[src/rtl/line_reduction_engine.sv]
// line_reduction_engine: walks a chord pixel by pixel (integer Bresenham), issues one
// image/weight SRAM read per on-image pixel and accumulates the sum of pixel*weight.
// Optional build macro: REDUCTION_SAT_EN -- accumulator saturates at all-ones instead
// of wrapping modulo 2^ACC_W.
module line_reduction_engine #(
  parameter int COORD_W = 10,
  parameter int PIX_W   = 9,
  parameter int WT_W    = 4,
  parameter int ACC_W   = 19,
  parameter int ADDR_W  = 19,
  parameter int IMG_W   = 640,
  parameter int IMG_H   = 480,
  parameter int RD_LAT  = 2
) (
  input  logic               clk,
  input  logic               reset,
  input  logic               start,
  input  logic [COORD_W-1:0] x0,
  input  logic [COORD_W-1:0] y0,
  input  logic [COORD_W-1:0] x1,
  input  logic [COORD_W-1:0] y1,
  input  logic [PIX_W-1:0]   image_sram_in,
  input  logic [WT_W-1:0]    weight_sram_in,
  output logic               sram_rd,
  output logic [ADDR_W-1:0]  sram_addr,
  output logic               busy,
  output logic               done,
  output logic [ACC_W-1:0]   reduction
);

  localparam int EW = COORD_W + 2;
  localparam int CW = (RD_LAT > 1) ? $clog2(RD_LAT) : 1;
  localparam int PW = PIX_W + WT_W;
  localparam int unsigned IMG_WU = IMG_W;
  localparam int unsigned IMG_HU = IMG_H;
  localparam logic [ADDR_W-1:0] STRIDE = ADDR_W'(IMG_W);

  typedef enum logic [1:0] {S_IDLE, S_WALK, S_DRAIN, S_DONE} state_t;

  state_t                    state_q, state_d;
  logic [COORD_W-1:0]        x_q, x_d, y_q, y_d, xe_q, xe_d, ye_q, ye_d;
  logic [COORD_W-1:0]        dx_q, dx_d, dy_q, dy_d;
  logic                      sx_q, sx_d, sy_q, sy_d;
  logic signed [EW-1:0]      err_q, err_d;
  logic [CW-1:0]             drn_q, drn_d;
  logic [RD_LAT-1:0]         vld_q;
  logic [ACC_W-1:0]          acc_q, acc_d;
  logic [ADDR_W-1:0]         addr_q;

  logic                      in_img, last_px, step_x, step_y;
  logic [ADDR_W-1:0]         cur_addr;
  logic signed [EW:0]        e2, dx_s, dy_s, err_w;
  logic [COORD_W-1:0]        dx_n, dy_n;
  logic [PW-1:0]             prod;
  logic [ACC_W:0]            sum;
  logic [ACC_W-1:0]          acc_add;

  // Current pixel address, clipping, Bresenham decision and the accumulate adder.
  always_comb begin
    in_img   = (32'(x_q) < IMG_WU) && (32'(y_q) < IMG_HU);
    cur_addr = ADDR_W'(y_q) * STRIDE + ADDR_W'(x_q);
    sram_rd  = (state_q == S_WALK) && in_img;
    sram_addr = sram_rd ? cur_addr : addr_q;
    busy     = (state_q != S_IDLE);
    done     = (state_q == S_DONE);
    reduction = acc_q;
    last_px  = (x_q == xe_q) && (y_q == ye_q);

    e2     = {err_q, 1'b0};
    dx_s   = {3'b000, dx_q};
    dy_s   = {3'b000, dy_q};
    step_x = (e2 > -dy_s);
    step_y = (e2 < dx_s);
    err_w  = {err_q[EW-1], err_q};
    if (step_x) err_w = err_w - dy_s;
    if (step_y) err_w = err_w + dx_s;

    dx_n = (x1 >= x0) ? x1 - x0 : x0 - x1;
    dy_n = (y1 >= y0) ? y1 - y0 : y0 - y1;

    prod = {{WT_W{1'b0}}, image_sram_in} * {{PIX_W{1'b0}}, weight_sram_in};
    sum  = {1'b0, acc_q} + {1'b0, ACC_W'(prod)};
`ifdef REDUCTION_SAT_EN
    acc_add = sum[ACC_W] ? '1 : sum[ACC_W-1:0];
`else
    acc_add = sum[ACC_W-1:0];
`endif
  end

  // Next-state logic for the walk FSM and its datapath registers.
  always_comb begin
    state_d = state_q;
    x_d = x_q;   y_d = y_q;   xe_d = xe_q; ye_d = ye_q;
    dx_d = dx_q; dy_d = dy_q; sx_d = sx_q; sy_d = sy_q;
    err_d = err_q;
    drn_d = drn_q;
    acc_d = vld_q[RD_LAT-1] ? acc_add : acc_q;
    case (state_q)
      S_IDLE: begin
        if (start) begin
          x_d  = x0;  y_d  = y0;
          xe_d = x1;  ye_d = y1;
          dx_d = dx_n; dy_d = dy_n;
          sx_d = (x1 < x0);
          sy_d = (y1 < y0);
          err_d = $signed({2'b00, dx_n}) - $signed({2'b00, dy_n});
          acc_d = '0;
          state_d = S_WALK;
        end
      end
      S_WALK: begin
        if (last_px) begin
          drn_d   = '0;
          state_d = S_DRAIN;
        end else begin
          // Both axis tests use the error value from the start of the cycle.
          if (step_x) x_d = sx_q ? x_q - COORD_W'(1) : x_q + COORD_W'(1);
          if (step_y) y_d = sy_q ? y_q - COORD_W'(1) : y_q + COORD_W'(1);
          err_d = err_w[EW-1:0];
        end
      end
      S_DRAIN: begin
        if (drn_q == CW'(RD_LAT - 1)) state_d = S_DONE;
        else                          drn_d = drn_q + CW'(1);
      end
      default: state_d = S_IDLE;
    endcase
  end

  // State and datapath registers.
  always_ff @(posedge clk or negedge reset) begin
    if (!reset) begin
      state_q <= S_IDLE;
      x_q <= '0;  y_q <= '0;  xe_q <= '0; ye_q <= '0;
      dx_q <= '0; dy_q <= '0; sx_q <= 1'b0; sy_q <= 1'b0;
      err_q <= '0;
      drn_q <= '0;
      acc_q <= '0;
      addr_q <= '0;
    end else begin
      state_q <= state_d;
      x_q <= x_d;   y_q <= y_d;   xe_q <= xe_d; ye_q <= ye_d;
      dx_q <= dx_d; dy_q <= dy_d; sx_q <= sx_d; sy_q <= sy_d;
      err_q <= err_d;
      drn_q <= drn_d;
      acc_q <= acc_d;
      addr_q <= sram_addr;
    end
  end

  // Valid bits travelling beside each read, emerging when its data arrives.
  always_ff @(posedge clk or negedge reset) begin
    if (!reset) begin
      vld_q <= '0;
    end else begin
      vld_q[0] <= sram_rd;
      for (int unsigned i = 1; i < RD_LAT; i++) vld_q[i] <= vld_q[i-1];
    end
  end

endmodule

[config.mk]
export PLATFORM = sky130hd
export DESIGN_NAME = line_reduction_engine
export DESIGN_NICKNAME = d
export VERILOG_FILES = /design/src/rtl/line_reduction_engine.sv
export SDC_FILE = /design/constraint.sdc
export NUM_CORES = 1
export LEC_CHECK = 0
export CELL_PAD_IN_SITES_DETAIL_PLACEMENT = 0
export CELL_PAD_IN_SITES_GLOBAL_PLACEMENT = 1
export CORE_ASPECT_RATIO = 1.25
export CORE_MARGIN = 5
export CORE_UTILIZATION = 49
export DETAILED_ROUTE_END_ITERATION = 10
export PLACE_DENSITY = 0.86
export RECOVER_POWER = 100
export SLEW_MARGIN = 20
export SYNTH_ARGS = -nofsm -noshare
export SYNTH_HDL_FRONTEND = slang
export SYNTH_SLANG_ARGS = --single-unit
[constraint.sdc]
create_clock -name clk -period 14.95 [get_ports clk]
set_clock_uncertainty 0.2 [all_clocks]
set_input_delay 2.2425 -clock clk [delete_from_list [all_inputs] [get_ports clk]]
set_output_delay 2.2425 -clock clk [all_outputs]
set_load 0.03 [all_outputs]
Word-level counts from Yosys, hierarchy flattened
Index checks and enable logic that the tools add are counted.
{ "op_classes": {"n_eq_ne": 11, "magnitude_cmp": 8, "addsub": 15, "n_reduce_logical": 13, "multipliers": 2, "n_mux": 28} }
{ "op_table": {"columns": ["cell", "n"], "rows": [
  ["10-bit two-way mux", 10],
  ["19-bit two-way mux", 4],
  ["12-bit two-way mux", 4],
  ["10-bit case mux with 2 select lines", 2],
  ["10-bit subtractor", 4],
  ["12-bit case mux with 2 select lines", 1],
  ["10-bit by 1-bit adder with 10-bit output, second input constant", 2],
  ["10-bit equality test", 2],
  ["10-bit greater-or-equal comparator", 2],
  ["10-bit < comparator", 2],
  ["10-bit by 1-bit subtractor with 10-bit output, second input constant", 2],
  ["19-bit by 10-bit adder with 19-bit output", 1],
  ["19-bit by 13-bit adder with 19-bit output", 1],
  ["13-bit greater-than comparator", 1],
  ["13-bit by 11-bit < comparator with 1-bit output", 1],
  ["9-bit by 4-bit multiplier with 13-bit output", 1],
  ["10-bit negation with 13-bit output", 1],
  ["12-bit by 11-bit adder with 12-bit output", 1],
  ["10-bit by 3-bit multiplier with 12-bit output, second input constant", 1],
  ["2-bit != test, second input constant", 6],
  ["12-bit by 11-bit subtractor with 12-bit output", 1],
  ["10-bit by 10-bit subtractor with 11-bit output", 1],
  ["10-bit < comparator, second input constant", 1],
  ["10-bit by 9-bit < comparator with 1-bit output, second input constant", 1],
  ["13 further kinds", 24]
]} }
{ "totals": {"output_inout_bits": 41, "word_cells": 91, "inputBits": 56, "ff_bits": 117} }

Longest topological paths before layout
{ "logic_depth": {"word_depth": 7, "mapped_depth": 22, "ltp_nobuf": 21} }

Least setup slack after synthesis
OpenSTA, ideal clock, no wires.
{ "synth_timing": {"path_kind": "input port to flip-flop", "from": "in x1[0]", "to": "reg err_q[9]", "stages": 19, "path_slack_ps": 8802, "arrival_ps": 5825, "path_buffers": 0, "required_time_ps": 14627, "setup_ps": 123, "cell_sequence": "inv_1 ha_1 inv_1 fa_1 a21oi_1 o211ai_1 a41o_1 nor2_4 mux2_2 o21bai_1 and2_4 xnor2_1 ha_1 or3_1 o21ai_0 a21oi_1 a31oi_1 xnor2_1 o221a_2"} }
{ "synth_via": {"elab_chain_cells": 5, "elab_cells_between_ends": 7, "classes_between": "add/sub (3); order compare (1); mux (3)"} }
{ "synth_lines": {"columns": ["element", "line", "text"], "rows": [
  ["start: declaration", "20", "input logic [COORD_W-1:0] x1,"],
  ["10-bit subtractor or 10-bit greater-or-equal comparator (tied branches)", "78", "dx_n = (x1 >= x0) ? x1 - x0 : x0 - x1;"],
  ["10-bit two-way mux (*)", "78", null],
  ["named net dx_n[5]", "53", "logic [COORD_W-1:0] dx_n, dy_n;"],
  ["10-bit by 10-bit subtractor with 11-bit output (*)", "106", "err_d = $signed({2'b00, dx_n}) - $signed({2'b00, dy_n});"],
  ["12-bit two-way mux (*)", "100", "if (start) begin"],
  ["12-bit case mux with 2 select lines (*)", "98", "case (state_q)"],
  ["end signal: assignment", "144", "err_q <= err_d;"],
  ["end: declaration", "44", "logic signed [EW-1:0] err_q, err_d;"]
]} }
The timed path passes the listed nets; every way through them passes the cells marked *. The select of a mux whose other input is x is not followed.
A chain may end at the register's enable or synchronous reset.

Worst setup path in the final report
{ "layout_timing": {"from": "in y1[0]", "to": "reg err_q[10]"} }
{ "layout_via": {"elab_chain_cells": 5, "elab_cells_between_ends": 7, "classes_between": "add/sub (3); order compare (1); mux (3)"} }
{ "layout_lines": {"columns": ["element", "line", "text"], "rows": [
  ["start: declaration", "21", "input logic [COORD_W-1:0] y1,"],
  ["10-bit subtractor or 10-bit greater-or-equal comparator (tied branches)", "79", "dy_n = (y1 >= y0) ? y1 - y0 : y0 - y1;"],
  ["10-bit two-way mux (*)", "79", null],
  ["10-bit by 10-bit subtractor with 11-bit output (*)", "106", null],
  ["12-bit two-way mux (*)", "100", null],
  ["12-bit case mux with 2 select lines (*)", "98", null]
]} }
Mark *: on every way between the ends. The rest lies on a longest branch, timed or not. The select of a mux whose other input is x is not followed.

==> impl_metrics.csv <==
group,metric,value,unit
clocking,ctsRootBufferMaster,"clkbuf_16",
route,routedWlPerCell,17.3,um
sta,rsz0062_at_grt,"no",
floorplan,die_x,150,um
cells_and_area,fillers,2294,
pwr,p_per_area,258,nW/um^2
sta,maxSlewViolCount,201,
worst_setup_path,end_kind,"register",
sta,worst_pin_slew,3330,ps
synthesis,ys.flop_type,"dfrtp_1",
cells_and_area,final_cell_mix,"nand2_1 (154), ha_1 (153), inv_1 (151)",
synthesis,synth_seq_cells,117,
clocking,cts_setup_buffers,0,
clocking,clock_latency,440,ps
clocking,cts_tree,"yes",
synthesis,synth_edf_count,0,
floorplan,die_h,185,um
cells_and_area,nNetsFinal,1770,
global_route,grt_pass1_wl,52900,um
pwr,switchingPower,0.00180,W
clocking,cts_repair_resize_count,0,
outcome,violations,"capacitance limit, slew limit",
route,via_count,10400,
synthesis,synth_compound_area_share,19.3,%
synthesis,synth.net_count,1686,
floorplan,io_pins,97,
worst_setup_path,arrival,7790,ps
synthesis,synthAdderAreaFrac,21.8,%
cells_and_area,area_growth_syn_to_layout,15.0,%
worst_setup_path,startpoint_type,"input pin",
synthesis,syn_inst,1442,
synthesis,ys.warnings.count,0,
synthesis,synth-seq-area-share,24.4,%
route,drc,0,
sta,maxSlewHeadroom,-122,%
floorplan,rows,64,
floorplan,initial_utilization,49.2,%
clocking,cts_max_path_buffers,2,
sta,max_freq,0.131,GHz
sta,hold_viol_final,0,
worst_setup_path,crit_fanout,12,
worst_setup_path,critPathRequiredTime,15100,ps
cells_and_area,final_common_cell,"nand2_1",
global_route,grt_use_total,23.9,%
cells_and_area,multiInputGateArea,8300,um^2
placed_design,hpwl,26100,um
pwr,clkPwrFrac,11.5,%
cells_and_area,n_antenna_cell,0,
sta,tns,0,ps
clocking,cts.htree.levels,4,
pwr,seq_power_share,17.9,%
clocking,clock-sinks,117,
global_route,antenna_found_initial,0,
route,dr.pass1.iters,5,
sta,fin_crit_sh,51.1,%
clocking,cts_buffers,17,
synthesis,synth_top_family_by_area,"adder cells",
pwr,p_comb_share,70.6,%
synthesis,synthMuxAreaShare,4.03,%
synthesis,syn_area,12000,um^2
route,drtAntennaViolNets,0,
synthesis,yosys.area_share.xor_xnor,6.43,%
synthesis,synth_area_leaders,"dfrtp_1 (24%), ha_1 (16%), fa_1 (5.8%)",
pwr,power_switching_share,50.6,%
clocking,clk_pin_slew,60,ps
synthesis,synth_top_area_share,24.4,%
synthesis,yosys.area.top_type,"dfrtp_1",
worst_setup_path,crit_type,"input pin to register",
pwr,ir_drop,0.237,mV
synthesis,synth_simple_gate_area_share,17.9,%
min_path,hold_class,"register to register",
cells_and_area,final_util,56.6,%
floorplan,die_area,27700,um^2
cells_and_area,regArea,2930,um^2
route,drtIter0Drc,474,
global_route,grt-ovfl-total,0,
global_route,grt_pass1_vias,10400,
floorplan,fp.coreArea,24300,um^2
synthesis,ys_types,81,
sta,period_needed,7640,ps
cells_and_area,drive_gt1_share,3.96,%
global_route,grt_start_max_net_pins,62,
clocking,cts_hold_buf,0,
synthesis,syn_area_per_cell,8.31,um^2
route,wl,32400,um
placed_design,port_buffers,96,
route,vias_per_cell,5.55,
pwr,power.internal,0.00176,W
synthesis,async_reset_ff_share,100,%
sta,setup_viol,0,
placed_design,place.gp.congestion,0.905,
outcome,status,"complete, but fails checks",
pwr,leakagePower,6.52,nW
run,maxCapViolCount,4,
-- cell usage after synthesis, types with 17 or more instances --
| master | n |
|---|---|
| nor3_1 | 37 |
| a21o_1 | 22 |
| xor2_1 | 25 |
| dfrtp_1 | 117 |
| a211oi_1 | 19 |
| and2_1 | 28 |
| nor2_1 | 106 |
| nand3_1 | 22 |
| nor2b_1 | 23 |
| nand2_1 | 154 |
| ha_1 | 153 |
| nand4_1 | 20 |
| o21a_1 | 17 |
| mux2i_1 | 31 |
| xnor2_1 | 63 |
| fa_1 | 35 |
| o21ai_0 | 111 |
| inv_1 | 150 |
| a21oi_1 | 74 |
| clkbuf_1 | 31 |
-- area by class of cell --
| class | count | share of cell area (%) |
|---|---|---|
| clock inverters | 14 | 1.03 |
| inverters | 153 | 4.17 |
| well taps | 330 | 2.99 |
| multi-input cells | 1132 | 60.2 |
| repair buffers | 105 | 7.22 |
| flip-flops and latches | 117 | 21.2 |
| clock buffers | 18 | 3.19 |
-- per-layer routing --
| layer | global-route usage [%] | up-vias | wire length (um) |
|---|---|---|---|
| li1 | - | 5207 | - |
| met1 | 29.3 | 4909 | 13900 |
| met2 | 42.8 | 209 | 16400 |
| met3 | 3.38 | 56 | 1110 |
| met4 | 8.68 | 0 | 926 |
| met5 | 0 | - | 0 |
-- sequential cells by signal, indices dropped and copies added, names as in the netlist --
register	flops
dx_q	10
dy_q	10
state_q	2
vld_q	2
reduction	19
sy_q	1
addr_q	19
x_q	10
y_q	10
err_q	12
ye_q	10
xe_q	10
drn_q	1
sx_q	1
-- power groups by stage --
stage          Sequential (W)  Clock [W]  Combinational (W)
3_3_place_gp         0.000641          0            0.00250
5_1_grt              0.000659   0.000429            0.00281
2_1_floorplan        0.000595          0            0.00190
4_1_cts              0.000638   0.000414            0.00255
6_report             0.000638   0.000408            0.00251
3_5_place_dp         0.000643          0            0.00253
-- through the flow --
stage / hold slack (ps) / instance area (um^2) / total power, W / setup WS [ps] / cells
2_1_floorplan: 131 / 12000 / 0.00250 / 8800 / 1442
4_1_cts: 200 / 13900 / 0.00360 / 8060 / 1869
3_5_place_dp: 190 / 13300 / 0.00317 / 7820 / 1837
3_3_place_gp: 187 / 13300 / 0.00314 / 7860 / 1837
6_report: 212 / 13800 / 0.00355 / 7310 / 1869
5_1_grt: 199 / 13800 / 0.00390 / 6320 / 1869
-- worst max-delay path: stages --
cell and delay, ps:
dlygate4sd3_1 590, inv_1 90, ha_1 210, fa_1 220, and3b_1 180, a211oi_1 430, a21oi_1 210, o21ai_0 1140
mux2_1 440, o311a_1 400, o211a_1 250, or2_0 250, ha_1 350, a2111o_1 420, a31oi_1 210, nor2_1 70
o211ai_1 80
-- logic make-up (layout without fill, tap and decap cells) --
logic type      count (synthesis)  count (layout)
xor+xnor                       88              88
fa+ha+maj                     188             188
simple gates                  452             452
flops                         117             117
buf+inv                       193             290
mux                            46              46
compound gates                358             358
-- worst paths after layout --
kind / startpoint / end / slack, ps / cells after the start
setup / recovery: y1[0] / err_q[10] / 7310 / 17
hold / removal: vld_q[0] / vld_q[1] / 210 / 0
setup reg to reg: state_q[1] / x_q[9] / 8530 / 11
hold reg to reg: vld_q[0] / vld_q[1] / 210 / 0
max in group asynchronous: reset / dy_q[5] / 7540 / 2
min in group asynchronous: reset / addr_q[6] / 2670 / 1
Power figures use the tool's default switching activity.
